**src/rtl/antirrebote_sensores_pkg.sv**
```systemverilog
// Shared definitions for the parking-barrier sensor conditioner.
// Holds the per-channel decision codes and the helper that picks one.
package antirrebote_sensores_pkg;

  // Channel decision codes, one per rising edge
  localparam logic [1:0] ST_STABLE  = 2'd0;
  localparam logic [1:0] ST_PENDING = 2'd1;
  localparam logic [1:0] ST_ACCEPT  = 2'd2;

  // Chooses the decision for this edge: a differing level either keeps
  // counting or, once the count has reached its last value, is accepted.
  function automatic logic [1:0] clasificar(input logic nivel_distinto,
                                            input logic cuenta_completa);
    logic [1:0] st;
    st = ST_STABLE;
    if (nivel_distinto) begin
      if (cuenta_completa) st = ST_ACCEPT;
      else                 st = ST_PENDING;
    end
    return st;
  endfunction

endpackage

```
**src/rtl/antirrebote_canal.sv**
```systemverilog
// One debounced sensor channel: 2-FF synchronizer, hold counter, clean
// output level and a one-cycle change pulse. A new level must be seen on
// the synchronized line for STABLE_CYCLES consecutive edges to be taken.
module antirrebote_canal
  import antirrebote_sensores_pkg::*;
#(
  parameter int STABLE_CYCLES = 500000,
  parameter int CNT_W         = $clog2(STABLE_CYCLES)
) (
  input  logic clk,
  input  logic reset,
  input  logic d_raw,
  output logic d,
  output logic flanco
);

  // Last count value; reaching it with the level still differing accepts it
  localparam logic [CNT_W-1:0] CNT_MAX = CNT_W'(STABLE_CYCLES - 1);

  logic             s1;
  logic             s2;
  logic [CNT_W-1:0] cnt;
  logic [1:0]       estado;

  // Two-stage synchronizer bringing the asynchronous sensor line into clk
  always_ff @(posedge clk or negedge reset) begin
    if (!reset) begin
      s1 <= 1'b0;
      s2 <= 1'b0;
    end else begin
      s1 <= d_raw;
      s2 <= s1;
    end
  end

  // Decide whether the synchronized level agrees, is being timed, or wins
  always_comb begin
    estado = clasificar(s2 != d, cnt == CNT_MAX);
  end

  // Hold counter, output level and change pulse; any return to the current
  // level clears the count so a bounce always restarts timing from zero
  always_ff @(posedge clk or negedge reset) begin
    if (!reset) begin
      cnt    <= '0;
      d      <= 1'b0;
      flanco <= 1'b0;
    end else begin
      flanco <= 1'b0;
      case (estado)
        ST_PENDING: begin
          cnt <= cnt + CNT_W'(1);
        end
        ST_ACCEPT: begin
          cnt    <= '0;
          d      <= s2;
          flanco <= 1'b1;
        end
        default: begin
          cnt <= '0;
        end
      endcase
    end
  end

endmodule

```
**src/rtl/antirrebote_sensores.sv**
```systemverilog
// Dual-channel conditioner for the outer (a) and inner (b) barrier photo
// sensors. Each channel is debounced independently; both may change in the
// same cycle and neither has priority over the other.
module antirrebote_sensores
  import antirrebote_sensores_pkg::*;
#(
  parameter int STABLE_CYCLES = 500000,
  parameter int CNT_W         = $clog2(STABLE_CYCLES)
) (
  input  logic clk,
  input  logic reset,
  input  logic a_raw,
  input  logic b_raw,
  output logic a,
  output logic b,
  output logic a_flanco,
  output logic b_flanco
);

  antirrebote_canal #(
    .STABLE_CYCLES(STABLE_CYCLES),
    .CNT_W        (CNT_W)
  ) u_canal_a (
    .clk   (clk),
    .reset (reset),
    .d_raw (a_raw),
    .d     (a),
    .flanco(a_flanco)
  );

  antirrebote_canal #(
    .STABLE_CYCLES(STABLE_CYCLES),
    .CNT_W        (CNT_W)
  ) u_canal_b (
    .clk   (clk),
    .reset (reset),
    .d_raw (b_raw),
    .d     (b),
    .flanco(b_flanco)
  );

endmodule

```
**config.mk**
```make
export PLATFORM = sky130hd
export DESIGN_NAME = antirrebote_sensores
export DESIGN_NICKNAME = d
export VERILOG_FILES = /design/src/rtl/antirrebote_sensores_pkg.sv /design/src/rtl/antirrebote_canal.sv /design/src/rtl/antirrebote_sensores.sv
export SDC_FILE = /design/constraint.sdc
export NUM_CORES = 1
export LEC_CHECK = 0
export CORE_MARGIN = 3
export CORE_UTILIZATION = 55
export CTS_CLUSTER_SIZE = 20
export DETAILED_ROUTE_END_ITERATION = 8
export HOLD_SLACK_MARGIN = 0.12
export PLACE_DENSITY = 0.73
export SLEW_MARGIN = 25
export SYNTH_ARGS = -nofsm -noshare
export SYNTH_HDL_FRONTEND = slang
export SYNTH_SLANG_ARGS = --single-unit
export TNS_END_PERCENT = 20
```
**constraint.sdc**
```tcl
create_clock -name clk -period 4.75 [get_ports clk]
set_clock_uncertainty 0.15 [all_clocks]
set_input_delay 1.425 -clock clk [delete_from_list [all_inputs] [get_ports clk]]
set_output_delay 1.425 -clock clk [all_outputs]
set_load 0.1 [all_outputs]
```
# Word level (Yosys, flattened, before mapping)
# Cells that the tools add are included.
dict set report totals {
  register_bits 46
  out_inout_bits 4
  inputBits 4
  wordCells 28
}
dict set report classes {
  eq_ne 8
  add_sub_neg 2
  n_mux 8
}
# cell n
set ops {}
lappend ops {{$add 19x1->19 const B} 2}
lappend ops {{$eq 19x19->1 const B} 2}
lappend ops {{$mux 19} 2}
lappend ops {{$mux 2} 4}
lappend ops {{$eq 2x1->1 const B} 2}
lappend ops {{$eq 2x2->1 const B} 2}
lappend ops {{$mux 1} 2}
lappend ops {{$ne 1x1->1} 2}

# Depth between registers and ports, before layout
dict set report logic_depth {
  word_depth 5
  depth_mapped 7
  depth_no_buf 5
}

# Modules after synthesis
# A second synthesis with hierarchy kept.
dict set report unflattened {
  hier_cells 212
  area_unflattened_um2 2207.1
}
# mod area_each_um2 n_inst cells_each seq_area_each_um2
set modules_own_cells {}
lappend modules_own_cells {antirrebote_canal 1103.6 2 106 575.6}

# Least setup slack after synthesis
# Ideal clock, no wire load.
dict set report synth_path {
  kind {reg-to-output}
  start {register u_canal_a.d}
  end {output a}
  n_path_buf 0
  t_arrival_ns 0.950
  t_required_ns 3.175
  setup_slack_ns 2.225
  path_stages_with_launch 1
  cell_sequence {dfrtp_1}
}
# element line_no
set synth_lines {}
lappend synth_lines {{start: declaration} antirrebote_canal.sv:13} ;# output logic d,
lappend synth_lines {{start signal: assignment} antirrebote_canal.sv:46} ;# d <= 1'b0;
lappend synth_lines {{start signal: assignment} antirrebote_canal.sv:56} ;# d <= s2;
lappend synth_lines {{end: declaration} antirrebote_sensores.sv:14} ;# output logic a,
# No word-level cell between the ends.

# Final worst setup path
dict set report layout_path {
  start {register u_canal_a.d}
  end {output a}
}
# No word-level cell between the ends.

==> summary.txt <==
Synth
  • Syn Inst Count: 210
  • Synth Area in Adders: 0.0113
  • Synth warnings: 0
  • Yosys top cell by area: dfrtp_1
  • Synth Cell Area: 2210 um^2
  • Compound-gate portion of the synthesized area: 0.0380
  • Post-synth cell types: 37
  • Post-synth top area share: 0.521
  • Post-Synth Simple-Gate Area: 0.266
  • Syn Area/Cell: 10.5 um^2
  • Synth async-reset ratio: 1.00
  • Multiplexer share of the synthesized area: 0.0147
  • Xor-xnor portion of the synthesized cell area: 0.127
  • Synth area leaders: dfrtp_1 52%, xnor2_1 9.1%, nor2_1 5.9%
  • Register area share after synthesis: 0.521
  • FF+latch count, synth: 46
  • Synth Flop Type: dfrtp_1
  • Synth Net Count: 216
  • Number of synthesized flops with an enable pin: 0
  • Largest family of logic cells by synthesized area: simple AND/OR/NAND/NOR gates

Detailed routing
  • Initial DRC count: 136
  • Vias per inst: 5.73
  • Routed length per instance: about 15 um
  • Metal3 WL: approximately 160 um
  • DR vias: 1541
  • Max layer used: met4
  • Post-DRT Antenna Nets: 0
  • Routed met2 length: 1920 um
  • TritonRoute pass-1 iters: 4
  • WL met1: 2030 um
  • Drt drc: 0
  • Final Routed Wirelength: 4140 um

Power
  • Power Dens Cells: 295 nW/um^2
  • Leakage: 0.973 nW
  • Total power: 0.000715 W
  • Max VDD drop: roughly 0.00027 V

Setup path
  • Critical path data arrival time: about 1900 ps
  • CP Buf/Inv Count: 1
  • WP data required: roughly 3200 ps
  • Worst path top cell family by delay: buffers and inverters
  • CP Class: flip-flop to output pin
  • Cell Chain, Critical Path: clkdlybuf4s50_1
  • CP max stage cell: clkdlybuf4s50_1
  • Reg2reg start: u_canal_a.cnt[0]
  • Critical Path End Type: output pin
  • Worst path max stage delay: approximately 1200 ps
  • Worst setup startpoint: u_canal_a.d
  • Critical Path Start Type: flip-flop
  • CP Max Fanout: 4

GRT
  • Initial antenna violation count: 0
  • Global route overflow: 0
  • First-pass GRT wire length: 7490 um
  • Number of global-route vias before repair: 1568
  • Largest net degree at the start of global routing: 47
  • GRT Total Usage: 0.191

Layout
  • Share of layout cells above drive strength 1: 0.0905
  • Filler Cell Count: 295
  • Flip-flop and latch area: about 1200 um^2
  • Area grow syn2layout: 9.63%
  • Multi-input logic area: between 1000 and 1500 um^2
  • Layout Nets: between 200 and 250
  • Ant diodes: 0

CTS
  • CTS root buf: clkbuf_8
  • CTS Buf Count: 5
  • CTS H-tree depth: 2
  • CTS sink cnt: 46
  • Post-CTS setup buffers: 0
  • CTS clock-pin slew for the worst setup and hold paths: 80 ps
  • Worst-Skew Late Latency: 290 ps
  • CTS Buffer Depth: 2
  • Post-CTS Hold Fix Bufs: 0
  • TritonCTS clock tree: yes
  • PostCTS Resize Cnt: 0

STA
  • Worst slew pin tran: 976 ps
  • Setup TNS: 0 ps
  • Tcrit/Tclk final: 0.727
  • Tmin final: 3450 ps
  • Max-slew violations: 0
  • Final hold vios: 0
  • Final setup fails: 0
  • Worst hold margin: 210 ps
  • Relative slew slack: 0.347
  • RSZ-0062 raised after global routing: false
  • Max Clock Freq: 290 MHz

Floorplanning
  • Die Area: 4810 um^2
  • I/O pins: 8
  • Core Region: 3770 um^2
  • # rows: 22
  • Initial core utilization: 0.586
  • Die width: 69.4 um
  • Die H: 69.4 um

Placed design
  • DP Wirelength: ~2900 um
  • Buffers on Ports: 7
  • GPL Wtd Cong: approximately 0.83

Status
  • Status: finished clean

Worst hold path
  • Min-Delay Startpoint: u_canal_b.s1
  • HP Class: flip-flop to flip-flop

Flow run
  • Max-cap violation count: 0
## final cells by class
type | count | area share
Sequential cell | 46 | 0.475
Inverter | 6 | 0.00930
Multi-Input combinational cell | 154 | 0.417
Clock inverter | 2 | 0.0155
Timing Repair Buffer | 7 | 0.0279
Clock buffer | 6 | 0.0300
Tap cell | 48 | 0.0248
## metal layers
metal | up-vias | global-route usage
met3 | 4 | 0.0420
li1 | 754 | -
met4 | 0 | 0.0456
met1 | 759 | 0.280
met5 | - | 0
met2 | 24 | 0.290
## per-stage QoR
step / utilization / std cells / instance area (um^2) / setup WS, ps
2_1_floorplan: - / 210 / 2210 / 2230
3_3_place_gp: 0.612 / 261 / 2310 / 1640
3_5_place_dp: 0.612 / 261 / 2310 / 1620
4_1_cts: 0.641 / 269 / 2420 / 1280
5_1_grt: 0.642 / 269 / 2420 / 1240
6_report: 0.642 / 269 / 2420 / 1300
## final timing paths
check                                   end  slack (ps)  depth (start not counted)
min in group asynchronous  u_canal_b.cnt[8]         960                          1
min                            u_canal_b.s2         210                          0
max in group asynchronous      u_canal_b.s2        3090                          1
max                                       a        1300                          1
min reg2reg                    u_canal_b.s2         210                          0
max reg2reg                u_canal_a.cnt[2]        2520                          5
## power by group
group | leakage [nW] | internal, W | switching, W
Clock | 0.0514 | 0.000157 | 0.000130
Sequential | 0.629 | 0.000397 | 0.00000675
Combinational | 0.294 | 0.00000762 | 0.0000168
## cells in the final DEF, fill, tap and decap left out, types with 2 or more instances in the layout
cell,Yosys,routed
clkdlybuf4s50_1,0,6
ha_1,2,2
dfrtp_1,46,46
nand3_1,13,13
or2_1,2,2
nand2_1,9,9
clkbuf_8,0,5
or3_1,3,3
and3_1,4,4
xnor2_1,23,23
inv_1,6,6
nand4_1,8,8
a21oi_1,4,4
nand4_2,3,3
xor2_1,9,9
nor4bb_1,2,2
o21ai_0,2,2
nor4_1,8,8
and4_1,2,2
nor2_1,35,35
o31ai_1,2,2
nor3_1,9,9
## cells in the mapped netlist, drive strengths merged (4+ instances only)
cell   count
xor2       9
nand3     13
xnor2     23
inv        6
nand4     11
nor2      35
or3        4
nor3       9
and3       4
nand2      9
nor4       9
a21oi      5
dfrtp     46
## flip-flops by register name, indices dropped and copies added (netlist names)
| signal | count |
|---|---|
| u_canal_b.s2 | 1 |
| u_canal_a.s1 | 1 |
| u_canal_a.d | 1 |
| u_canal_b.d | 1 |
| u_canal_b.cnt | 19 |
| u_canal_b.s1 | 1 |
| u_canal_a.cnt | 19 |
| u_canal_a.s2 | 1 |
| u_canal_b.flanco | 1 |
| u_canal_a.flanco | 1 |
## kinds of logic (layout without fill, tap and decap cells)
group           after synthesis  after routing
compound gates               11             11
xor+xnor                     32             32
fa+ha+maj                     2              2
buf+inv                      10             21
flops                        46             46
mux                           3              3
simple gates                106            106
Power figures use the tool's default switching activity.
